**src/rtl/sram64kb_ctrl.sv**
```systemverilog
// sram64kb_ctrl: initiator for the 64-bank SRAM1RW1024x8 array.
// Takes one byte request at a time, sequences SETUP/STROBE/CAPTURE on the
// SRAM pins and returns the read data or write ack on a valid/ready port.
// Optional feature macro: MEMCTRL_BANKCHK_EN. When defined, banks >= NUM_BANKS
// get an immediate error response with no SRAM activity.
module sram64kb_ctrl #(
  parameter int unsigned NUM_BANKS = 64
) (
  input  logic        clk,
  input  logic        rst,
  input  logic        req_valid,
  output logic        req_ready,
  input  logic        req_we,
  input  logic [15:0] req_addr,
  input  logic [7:0]  req_wdata,
  output logic        rsp_valid,
  input  logic        rsp_ready,
  output logic [7:0]  rsp_rdata,
  output logic        rsp_err,
  output logic [9:0]  mem_addr,
  output logic        mem_ce,
  output logic        mem_web,
  output logic [63:0] mem_oeb,
  output logic [63:0] mem_csb,
  output logic [7:0]  mem_idata,
  input  logic [7:0]  odata
);

  localparam int unsigned BANK_W   = 6;
  localparam int unsigned BANK_MAX = 64;

`ifdef MEMCTRL_BANKCHK_EN
  localparam logic BANKCHK = 1'b1;
`else
  localparam logic BANKCHK = 1'b0;
`endif

  typedef enum logic [2:0] {
    S_IDLE,
    S_SETUP,
    S_STROBE,
    S_CAPTURE,
    S_RESP
  } state_t;

  state_t state, state_nxt;

  logic        r_we;
  logic [15:0] r_addr;
  logic [7:0]  r_wdata;

  logic        cur_we;
  logic [15:0] cur_addr;
  logic [7:0]  cur_wdata;
  logic [BANK_W-1:0] bank;
  logic        bank_ok;
  logic [BANK_MAX-1:0] sel;

  logic [9:0]  addr_nxt;
  logic        ce_nxt;
  logic        web_nxt;
  logic [63:0] oeb_nxt;
  logic [63:0] csb_nxt;
  logic [7:0]  idata_nxt;
  logic        rv_nxt;
  logic [7:0]  rd_nxt;
  logic        err_nxt;

  assign req_ready = (state == S_IDLE);

  // Request fields: live inputs while accepting, latched copy afterwards
  always_comb begin
    cur_we    = r_we;
    cur_addr  = r_addr;
    cur_wdata = r_wdata;
    if (state == S_IDLE) begin
      cur_we    = req_we;
      cur_addr  = req_addr;
      cur_wdata = req_wdata;
    end
    bank    = cur_addr[15:10];
    bank_ok = (7'(bank) < 7'(NUM_BANKS));
    sel     = bank_ok ? (BANK_MAX'(1) << bank) : '0;
  end

  // Next-state and next registered output values
  always_comb begin
    state_nxt = state;
    addr_nxt  = mem_addr;
    ce_nxt    = mem_ce;
    web_nxt   = mem_web;
    oeb_nxt   = mem_oeb;
    csb_nxt   = mem_csb;
    idata_nxt = mem_idata;
    rv_nxt    = rsp_valid;
    rd_nxt    = rsp_rdata;
    err_nxt   = rsp_err;
    case (state)
      S_IDLE: begin
        if (req_valid) begin
          if (BANKCHK && !bank_ok) begin
            state_nxt = S_RESP;
            rv_nxt    = 1'b1;
            rd_nxt    = 8'h00;
            err_nxt   = 1'b1;
          end else begin
            state_nxt = S_SETUP;
            addr_nxt  = cur_addr[9:0];
            idata_nxt = cur_wdata;
            web_nxt   = ~cur_we;
            csb_nxt   = ~sel;
            oeb_nxt   = '1;
            ce_nxt    = 1'b0;
            err_nxt   = 1'b0;
          end
        end
      end
      S_SETUP: begin
        state_nxt = S_STROBE;
        ce_nxt    = 1'b1;
      end
      S_STROBE: begin
        if (r_we) begin
          state_nxt = S_RESP;
          ce_nxt    = 1'b0;
          csb_nxt   = '1;
          oeb_nxt   = '1;
          web_nxt   = 1'b1;
          rv_nxt    = 1'b1;
          rd_nxt    = 8'h00;
          err_nxt   = 1'b0;
        end else begin
          state_nxt = S_CAPTURE;
          oeb_nxt   = ~sel;
        end
      end
      S_CAPTURE: begin
        state_nxt = S_RESP;
        ce_nxt    = 1'b0;
        csb_nxt   = '1;
        oeb_nxt   = '1;
        web_nxt   = 1'b1;
        rv_nxt    = 1'b1;
        rd_nxt    = odata;
        err_nxt   = 1'b0;
      end
      S_RESP: begin
        if (rsp_ready) begin
          state_nxt = S_IDLE;
          rv_nxt    = 1'b0;
        end
      end
      default: state_nxt = S_IDLE;
    endcase
  end

  // State, request latch and registered outputs
  always_ff @(posedge clk) begin
    if (rst) begin
      state     <= S_IDLE;
      r_we      <= 1'b0;
      r_addr    <= '0;
      r_wdata   <= '0;
      mem_addr  <= '0;
      mem_ce    <= 1'b0;
      mem_web   <= 1'b1;
      mem_oeb   <= '1;
      mem_csb   <= '1;
      mem_idata <= '0;
      rsp_valid <= 1'b0;
      rsp_rdata <= '0;
      rsp_err   <= 1'b0;
    end else begin
      state     <= state_nxt;
      if (state == S_IDLE && req_valid) begin
        r_we    <= req_we;
        r_addr  <= req_addr;
        r_wdata <= req_wdata;
      end
      mem_addr  <= addr_nxt;
      mem_ce    <= ce_nxt;
      mem_web   <= web_nxt;
      mem_oeb   <= oeb_nxt;
      mem_csb   <= csb_nxt;
      mem_idata <= idata_nxt;
      rsp_valid <= rv_nxt;
      rsp_rdata <= rd_nxt;
      rsp_err   <= err_nxt;
    end
  end

endmodule

```
**config.mk**
```make
export PLATFORM = sky130hd
export DESIGN_NAME = sram64kb_ctrl
export DESIGN_NICKNAME = d
export VERILOG_FILES = /design/src/rtl/sram64kb_ctrl.sv
export SDC_FILE = /design/constraint.sdc
export NUM_CORES = 1
export LEC_CHECK = 0
export CORE_UTILIZATION = 41
export DETAILED_ROUTE_END_ITERATION = 7
export GPL_TIMING_DRIVEN = 0
export PLACE_DENSITY = 0.79
export SYNTH_ARGS = -nofsm -noshare
export SYNTH_HDL_FRONTEND = slang
export SYNTH_SLANG_ARGS = --single-unit
export TNS_END_PERCENT = 50
```
**constraint.sdc**
```tcl
create_clock -name clk -period 1.7 [get_ports clk]
set_clock_uncertainty 0.1 [all_clocks]
set_input_delay 0.34 -clock clk [delete_from_list [all_inputs] [get_ports clk]]
set_output_delay 0.34 -clock clk [all_outputs]
set_load 0.03 [all_outputs]
```
After elaboration in Yosys (flattened, before gate mapping)
Cells that the tools add are included.
- logic and storage cells: 58
- output and inout bits: 159
- bits in registers: 178
- reductions and logical operators: 13
- bitwise operators: 2
- eq/ne operators: 7
- muxes and demuxes: 23
- shift-type cells: 1
- operator list (operator ; count):
    64-bit one-hot mux with 3 select lines ; 2
    64-bit two-way mux ; 4
    64-bit inverter ; 1
    1-bit by 6-bit << shifter with 64-bit output, first input constant ; 1
    16-bit two-way mux ; 1
    8-bit one-hot mux with 2 select lines ; 1
    3-bit one-hot mux with 5 select lines ; 1
    3-bit two-way mux ; 3
    1-bit one-hot mux with 3 select lines ; 3
    3-bit AND reduction ; 3
    8-bit two-way mux ; 1
    2-bit AND reduction ; 4
    3-bit by 2-bit == test with 1-bit output, second input constant ; 2
    1-bit two-way mux ; 6
    2-bit != test, second input constant ; 3
    3-bit nonzero test ; 2
    1-bit one-hot mux with 4 select lines ; 1
    4-bit nonzero test ; 1
    3-bit by 1-bit == test with 1-bit output, second input constant ; 1
    3-bit == test, second input constant ; 1
    3-bit logical NOT ; 1
    2-bit nonzero test ; 1
    1-bit logical AND ; 1
    1-bit inverter ; 1

Depth between registers and ports, before layout
Gate-level depths: netlist (run 1).
- depth in word-level cells: 6
- gate-level depth with buffers: 7
- depth with buffers taken out: 4

Worst setup path after synthesis (run 1)
Ideal clock, no wire load.
- path type: reg-to-reg
- from: reg state[1]
- to: reg mem_csb[27]
- stages on the path, launching flop included: 7
- data required time: 1459 ps
- setup slack: -86 ps
- library setup time: 141 ps
- data arrival time: 1545 ps
- path buffers: 2
- cells stage by stage: dfxtp_1 > buf_2 > nor3_2 > buf_4 > mux2_2 > nor2_1 > a2bb2oi_1
- word-level cells in the longest chain between the ends: 6
- ends and longest elaborated chain (element ; line ; source):
    start: declaration ; 46 ; state_t state, state_nxt;
    start signal: assignment ; 174 ; state <= state_nxt;
    3-bit logical NOT ; 76, 98 ;
    16-bit two-way mux ; 76 ; if (state == S_IDLE) begin
    1-bit by 6-bit << shifter with 64-bit output ; 83 ; sel = bank_ok ? (BANK_MAX'(1) << bank) : '0;
    64-bit inverter ; 111 ; csb_nxt = ~sel;
    64-bit two-way mux ; 100 ; if (req_valid) begin
    64-bit one-hot mux with 3 select lines ; 98 ; case (state)
    end signal: assignment ; 184 ; mem_csb <= csb_nxt;
    end: declaration ; 24 ; output logic [63:0] mem_csb,
Several ways; a longest one is shown, not always the timed one. The select of a mux whose other input is x is not followed.
A chain may end at the register's enable or synchronous reset.

Final worst setup path (run 1)
- from: reg state[1]
- to: reg mem_csb[20]
Same word-level chain as after synthesis.

==> metrics.cfg, run 1 <==
[outcome]
run_status=finished with violations
violated_checks=setup timing

[critical_path]
crit_fanout=5
critical_path_buf_inv_count=4
startpoint_type_of_the_worst_setup_path=flip-flop
worstPathRequired_ns=1.92
worst-r2r-setup-slack_ns=-0.22
critical-path-top-delay-family=buffers and inverters
cp_data_arrival_time_ns=2.14
endpoint_kind=flip-flop
critical_path.most_common_cell=sky130_fd_sc_hd__buf_6
cpPeakStageDelay_ns=0.34
timing_worst_setup_path_type=reg -> reg
cp_cell_sequence=buf_6 -> nor3_4 -> buf_6 -> buf_12 -> mux2i_4 -> nand2_2 -> buf_6 -> o22a_1
crit_path_top_delay_cell=sky130_fd_sc_hd__dfxtp_2

[timing]
whs_ns=0.356
finalCriticalPeriod_ns=1.92
fmax_ghz=0.520
worst_pin_slew_ns=0.638
hold_violation_count_in_the_final_report=0
post-route-worst-setup-slack_ns=-0.221
final_min_period_over_clock_period_pct=113
timing.final.setup_violations=156
maxSlewHeadroom_pct=57.5
unrepaired_setup_endpoints_after_global_routing=true
maxSlewViolCount=0

[route]
detail_route.wl_per_cell_microns=20.2
drt_wl_total_microns=20200
detailedRoute.firstPassIterationCount=5
route.detailed.vias_per_inst=5.58
number_of_vias_in_the_routed_layout=5576
detail_route_antenna_nets=0
initialDrtViolationCount=334
detail_route.drc_violations=0

[clocking]
clk_transition_reported_paths_ns=0.06
clock_latency_ns=0.42
numClockSinks=167
clk_root_buffer_cell=sky130_fd_sc_hd__clkbuf_16
clockBufferDepth=2
cts-htree-levels=4
tritoncts=built
cts-buffers-inserted=17
number_of_buffers_added_to_fix_hold_violations_after_cts=0

[power]
leakagePower_nw=3.49
power_density_nw_per_um2=996
maximum_vdd_drop_uv=652

[floorplan]
die_w_microns=122
die-height_microns=122
fp.coreArea_sq_um=13900
number_of_rows_created_at_floorplan=43
floorplan.die_area_sq_um=14900
initial_core_utilization_pct=42.3
ioPinCount=196

[logic_synthesis]
synthTopCellsByCount=sky130_fd_sc_hd__dfxtp_1 (167), sky130_fd_sc_hd__o22a_1 (88), sky130_fd_sc_hd__nand2_1 (62)
synthMostInstantiatedCell=sky130_fd_sc_hd__dfxtp_1
synth_flop_cell=sky130_fd_sc_hd__dfxtp_1
yosys_register_bits=167
synth.top_cell.area_share_pct=56.7
synth.cell_area_sq_um=5900
synth_nets=577
yosysSeqAreaShare_pct=56.7
synth-async-reset-ratio_pct=0
netlist_top_cells_area=sky130_fd_sc_hd__dfxtp_1 (57%), sky130_fd_sc_hd__o22a_1 (13%), sky130_fd_sc_hd__a2bb2oi_1 (5.9%), sky130_fd_sc_hd__nand2_1 (3.9%), sky130_fd_sc_hd__a21oi_1 (2.6%)
synth_enable_flop_cells=0
yosysUniqueCellTypes=40
postSynthAreaPerCell_sq_um=10.9
postSynthCellCount=540
synth.yosys.warnings=0
synth_top_cell_by_area=sky130_fd_sc_hd__dfxtp_1

[grt]
grt_max_degree=17
first_global_vias=5585
gr-total-overflow=0
antenna_found_initial=0
grt_pass1_wl_microns=30200
groute.usage.overall_pct=26.8

[layout]
area_growth_syn_to_layout_pct=67.6
drive_gt1_share_pct=27.4
antenna_cells_inserted=0
fin_util_pct=71.0
num-nets-final=846

[placement]
dp_hpwl_microns=12400
numPortBuffers=193
globalplace.congestion=0.871

[hold_path]
hp-class=reg -> reg

[run]
drv_cap=0

## logic make-up (layout without fill, tap and decap cells)
logic type             after synthesis  in the layout  share of synthesized area (%)
other                                1              1                         0.0636
AO/OA/AOI/OAI                      188            188                           26.7
flip-flops                         167            167                           56.7
AND/OR/NAND/NOR                    134            134                           11.8
multiplexers                         7              7                           1.25
buffers and inverters               43            323                           3.48
## layout by cell type (no fill, tap or decap), drive strengths merged, types with 9 or more instances in the layout
cell,Yosys,final
dfxtp,167,167
dlygate4sd2,0,158
o22a,88,88
buf,33,88
nand2,62,62
a2bb2oi,40,40
clkdlybuf4s50,0,34
a21oi,31,31
clkbuf,9,29
nor2,24,24
nand2b,13,13
a31oi,9,9
## layer usage
layer | global-route usage, % | wire length, microns | vias up
met5 | 0 | 0 | -
met4 | 11.4 | 586 | 0
met3 | 5.62 | 1430 | 49
met2 | 47.4 | 10200 | 262
met1 | 31.1 | 7960 | 2704
li1 | - | - | 2561
## through the flow
stage / cells / setup TNS (ns) / area (sq um) / power, W / setup WS, ns
floorplan: 540 / -1.57 / 5910 / 0.00487 / -0.0335
global placement: 913 / -78.16 / 8060 / 0.00526 / -0.705
detailed placement: 913 / -86.12 / 8060 / 0.00530 / -0.756
CTS: 994 / -15.23 / 9600 / 0.00971 / -0.200
global route: 1000 / -28.30 / 9890 / 0.0101 / -0.260
finish: 1000 / -20.23 / 9890 / 0.00985 / -0.221
## state kept, by name (all words and copies together) (netlist names), 3 cells and up
name and count:
state 3, rsp_rdata 8, mem_oeb 64, mem_addr 10, mem_csb 64, mem_idata 8, r_addr 6
## what timing repair did
item,4_1_cts,5_1_grt
resized for setup,335,43
gates cloned,11,2
pin swaps,81,34
setup buffers,40,5
endpoints found under the setup margin,317,161
## where the power goes
part	switching (W)	internal, W	leakage, nW
registers	0.0000789	0.00400	1.36
clock network	0.00156	0.00233	0.296
logic	0.000990	0.000887	1.84
## worst min-delay path, delay by kind of cell (launching register included)
family,cells,cell delay [ns]
compound gates,1,0.05
simple gates,1,0.05
flops,1,0.31
## layout make-up
class	count	area, sq um
clock inverters	12	154
flip-flops and latches	167	3350
inverters	1	3.75
repair buffers	250	2430
clock buffers	18	439
multi-input cells	330	2870
fillers	1019	4050
well taps	180	225
plain buffers	42	407
## worst paths after layout
check	depth (start not counted)	endpoint	start
max	8	mem_csb[20]	state[1]
min	2	mem_addr[6]	mem_addr[6]
max reg2reg	8	mem_csb[20]	state[1]
min reg2reg	2	mem_addr[6]	mem_addr[6]
(Power assumes the default switching activity.)
==> run 2, diff against run 1 <==
--- a/config.mk
+++ b/config.mk
@@ -5,10 +5,10 @@
 export SDC_FILE = /design/constraint.sdc
 export NUM_CORES = 1
 export LEC_CHECK = 0
-export CORE_UTILIZATION = 41
+export CORE_UTILIZATION = 45
 export DETAILED_ROUTE_END_ITERATION = 7
 export GPL_TIMING_DRIVEN = 0
-export PLACE_DENSITY = 0.79
+export PLACE_DENSITY = 0.82
 export SYNTH_ARGS = -nofsm -noshare
 export SYNTH_HDL_FRONTEND = slang
 export SYNTH_SLANG_ARGS = --single-unit
==> constraint.sdc (replaced) <==
create_clock -name clk -period 2.18 [get_ports clk]
set_clock_uncertainty 0.1 [all_clocks]
set_input_delay 0.436 -clock clk [delete_from_list [all_inputs] [get_ports clk]]
set_output_delay 0.436 -clock clk [all_outputs]
set_load 0.03 [all_outputs]
==> run 2 against run 1 <==
Effect of this change: the flow now finishes without violations; design area is 12% lower; sequential power is 22% lower; clock-buffer cell count is 3 higher; final cell count is 6.0% lower; die area is 8.7% lower; critical path type is now reg -> out; critical endpoint is now req_ready; largest cell class unchanged; largest power group unchanged.
==> metrics.cfg, run 2 (same netlist as run 1, synthesis figures left out) <==
[grt]
first_global_vias=5207  ; -6.8%
grt_max_degree=17  ; unchanged
grt_pass1_wl_microns=26700  ; -12%
groute.usage.overall_pct=25.9  ; -0.89 points
gr-total-overflow=0  ; unchanged
antenna_found_initial=0  ; unchanged

[layout]
antenna_cells_inserted=0  ; unchanged
layout_top_registers=mem_csb (64), mem_oeb (64), mem_addr (10)
most-common-layout-cells=sky130_fd_sc_hd__clkdlybuf4s50_1 (192), sky130_fd_sc_hd__dfxtp_1 (167), sky130_fd_sc_hd__o22a_1 (88)
area_growth_syn_to_layout_pct=48.0
fillers=967  ; -5.1%
fin_util_pct=68.6  ; -2.4 points
drive_gt1_share_pct=12.4  ; -15 points
final_instance_area_sq_um=8730  ; -12%
layout_commonest_cell=sky130_fd_sc_hd__clkdlybuf4s50_1
num-nets-final=792  ; -6.4%

[outcome]
run_status=finished clean

[timing]
fmax_ghz=0.465
maxSlewHeadroom_pct=39.9  ; -18 points
whs_ns=0.356  ; -0.00000300 ns
unrepaired_setup_endpoints_after_global_routing=true
timing.final.setup_violations=0  ; -100%
final_min_period_over_clock_period_pct=98.7
timing.setup.tns_ns=0  ; +20.23 ns
finalCriticalPeriod_ns=2.15
worst_pin_slew_ns=0.899  ; +0.261 ns
hold_violation_count_in_the_final_report=0  ; unchanged
maxSlewViolCount=0  ; unchanged

[route]
detailedRoute.firstPassIterationCount=5  ; unchanged
detail_route_antenna_nets=0  ; unchanged
drt_wl_total_microns=17200  ; -15%
number_of_vias_in_the_routed_layout=5183  ; -7.0%
detail_route.drc_violations=0  ; unchanged
detail_route.wl_per_cell_microns=18.3  ; -9.3%
route.detailed.vias_per_inst=5.51  ; -1.1%
initialDrtViolationCount=391  ; +17%

[critical_path]
crit_fanout=10  ; +5
worstPathRequired_ns=1.64  ; -0.28 ns
cpPeakStageDelay_ns=0.32  ; -0.02 ns
critical_path.most_common_cell=sky130_fd_sc_hd__buf_6
crit_path_top_delay_cell=sky130_fd_sc_hd__dfxtp_1
cp_data_arrival_time_ns=1.61  ; -0.53 ns
startpoint_type_of_the_worst_setup_path=flip-flop
endpoint_kind=output port
cp_cell_sequence=buf_2 -> nor3_4 -> buf_6 -> buf_4 -> buf_6
timing_worst_setup_path_type=reg -> out

[floorplan]
die_w_microns=116  ; -4.5%
ioPinCount=196  ; unchanged
die-height_microns=116  ; -4.5%
fp.coreArea_sq_um=12700  ; -8.7%
number_of_rows_created_at_floorplan=41  ; -4.7%
initial_core_utilization_pct=46.4  ; +4.0 points
floorplan.die_area_sq_um=13600  ; -8.7%

[clocking]
tritoncts=built
clk_transition_reported_paths_ns=0.06  ; about the same
number_of_buffers_added_to_fix_hold_violations_after_cts=0  ; unchanged
clockBufferDepth=2  ; unchanged
cts-buffers-inserted=17  ; unchanged
cts-htree-levels=4  ; unchanged
numClockSinks=167  ; unchanged
clock_latency_ns=0.42  ; about the same
clk_root_buffer_cell=sky130_fd_sc_hd__clkbuf_16

[power]
pwr-share-clk_pct=40.5  ; +0.9 points
sw_share_pct=27.0  ; +0.29 points
intPower_w=0.00505  ; -30%
power.combinational.fraction_pct=13.8  ; -5.2 points
leakagePower_nw=3.03  ; -13%
net-switching-power_w=0.00187  ; -29%
power_density_nw_per_um2=793  ; -20%
post-layout-total-power_w=0.00692  ; -30%
maximum_vdd_drop_uv=706  ; +8.3%
seq_power_share_pct=45.8  ; +4.4 points

[run]
drv_cap=0  ; unchanged

[hold_path]
hp-class=reg -> reg

[placement]
dp_hpwl_microns=12500  ; +0.25%
dpl-instance-area_sq_um=8050  ; -0.22%
globalplace.congestion=0.990  ; +14%
numPortBuffers=193  ; unchanged

==> run 2: metal layers <==
layer | part of all wire [%] | routed length, microns | track usage (%) | vias to the layer above
met3 | 7.8 | 1340 | 7.94 | 38
met1 | 41 | 6990 | 29.7 | 2474
li1 | - | - | - | 2446
met2 | 49 | 8510 | 44.6 | 225
met5 | 0 | 0 | 0 | -
met4 | 2.3 | 392 | 11.2 | 0
==> run 2: per-stage QoR <==
stage          setup WS, ns  std cells
2_1_floorplan         0.394        540
3_3_place_gp         -0.325        905
3_5_place_dp         -0.379        905
4_1_cts             0.00612        939
5_1_grt             -0.0471        940
6_report             0.0291        940
==> run 2: final timing paths <==
check / cells past startpoint / slack, ns / from / to
hold reg to reg: 2 / 0.36 / mem_idata[0] / mem_idata[0]
setup reg to reg: 7 / 0.10 / state[1] / mem_csb[43]
hold / removal: 2 / 0.36 / mem_idata[0] / mem_idata[0]
setup / recovery: 5 / 0.03 / state[1] / req_ready
==> run 2: final cells by class <==
| class | count | area, sq um | share of cell area [%] |
|---|---|---|---|
| tap | 172 | 215 | 2.47 |
| multi-input combinational | 330 | 2430 | 27.9 |
| sequential | 167 | 3340 | 38.3 |
| inverter | 1 | 3.75 | 0.0430 |
| buffer | 42 | 215 | 2.47 |
| timing repair buffer | 196 | 1960 | 22.4 |
| clock inverter | 11 | 91.3 | 1.05 |
| clock buffer | 21 | 470 | 5.39 |
==> run 2: worst max-delay path, delay by kind of cell (launching register included) <==
kind | cells | cell delay (ns)
buffers and inverters | 4 | 0.66
flip-flops | 1 | 0.32
AND/OR/NAND/NOR | 1 | 0.21
==> run 2: power groups by stage <==
stage                     logic (W)  registers, W  clock network (W)
after floorplan            0.000482       0.00332                  0
after global placement     0.000865       0.00323                  0
after detailed placement   0.000892       0.00323                  0
after CTS                  0.000915       0.00316            0.00283
after global routing        0.00102       0.00317            0.00296
final                      0.000952       0.00317            0.00280
==> run 2: what timing repair did <==
item | in CTS | in global routing
endpoints found under the setup margin | 1 | 82
resized for setup | 9 | 14
buffers inserted | 2 | 1
pin swaps | 1 | 0
==> run 3, diff against run 2 <==
--- a/config.mk
+++ b/config.mk
@@ -12,4 +12,4 @@
 export SYNTH_ARGS = -nofsm -noshare
 export SYNTH_HDL_FRONTEND = slang
 export SYNTH_SLANG_ARGS = --single-unit
-export TNS_END_PERCENT = 50
+export TNS_END_PERCENT = 30
==> results of run 3 <==
The final DEF is identical to that of run 2; final timing and power are the same.
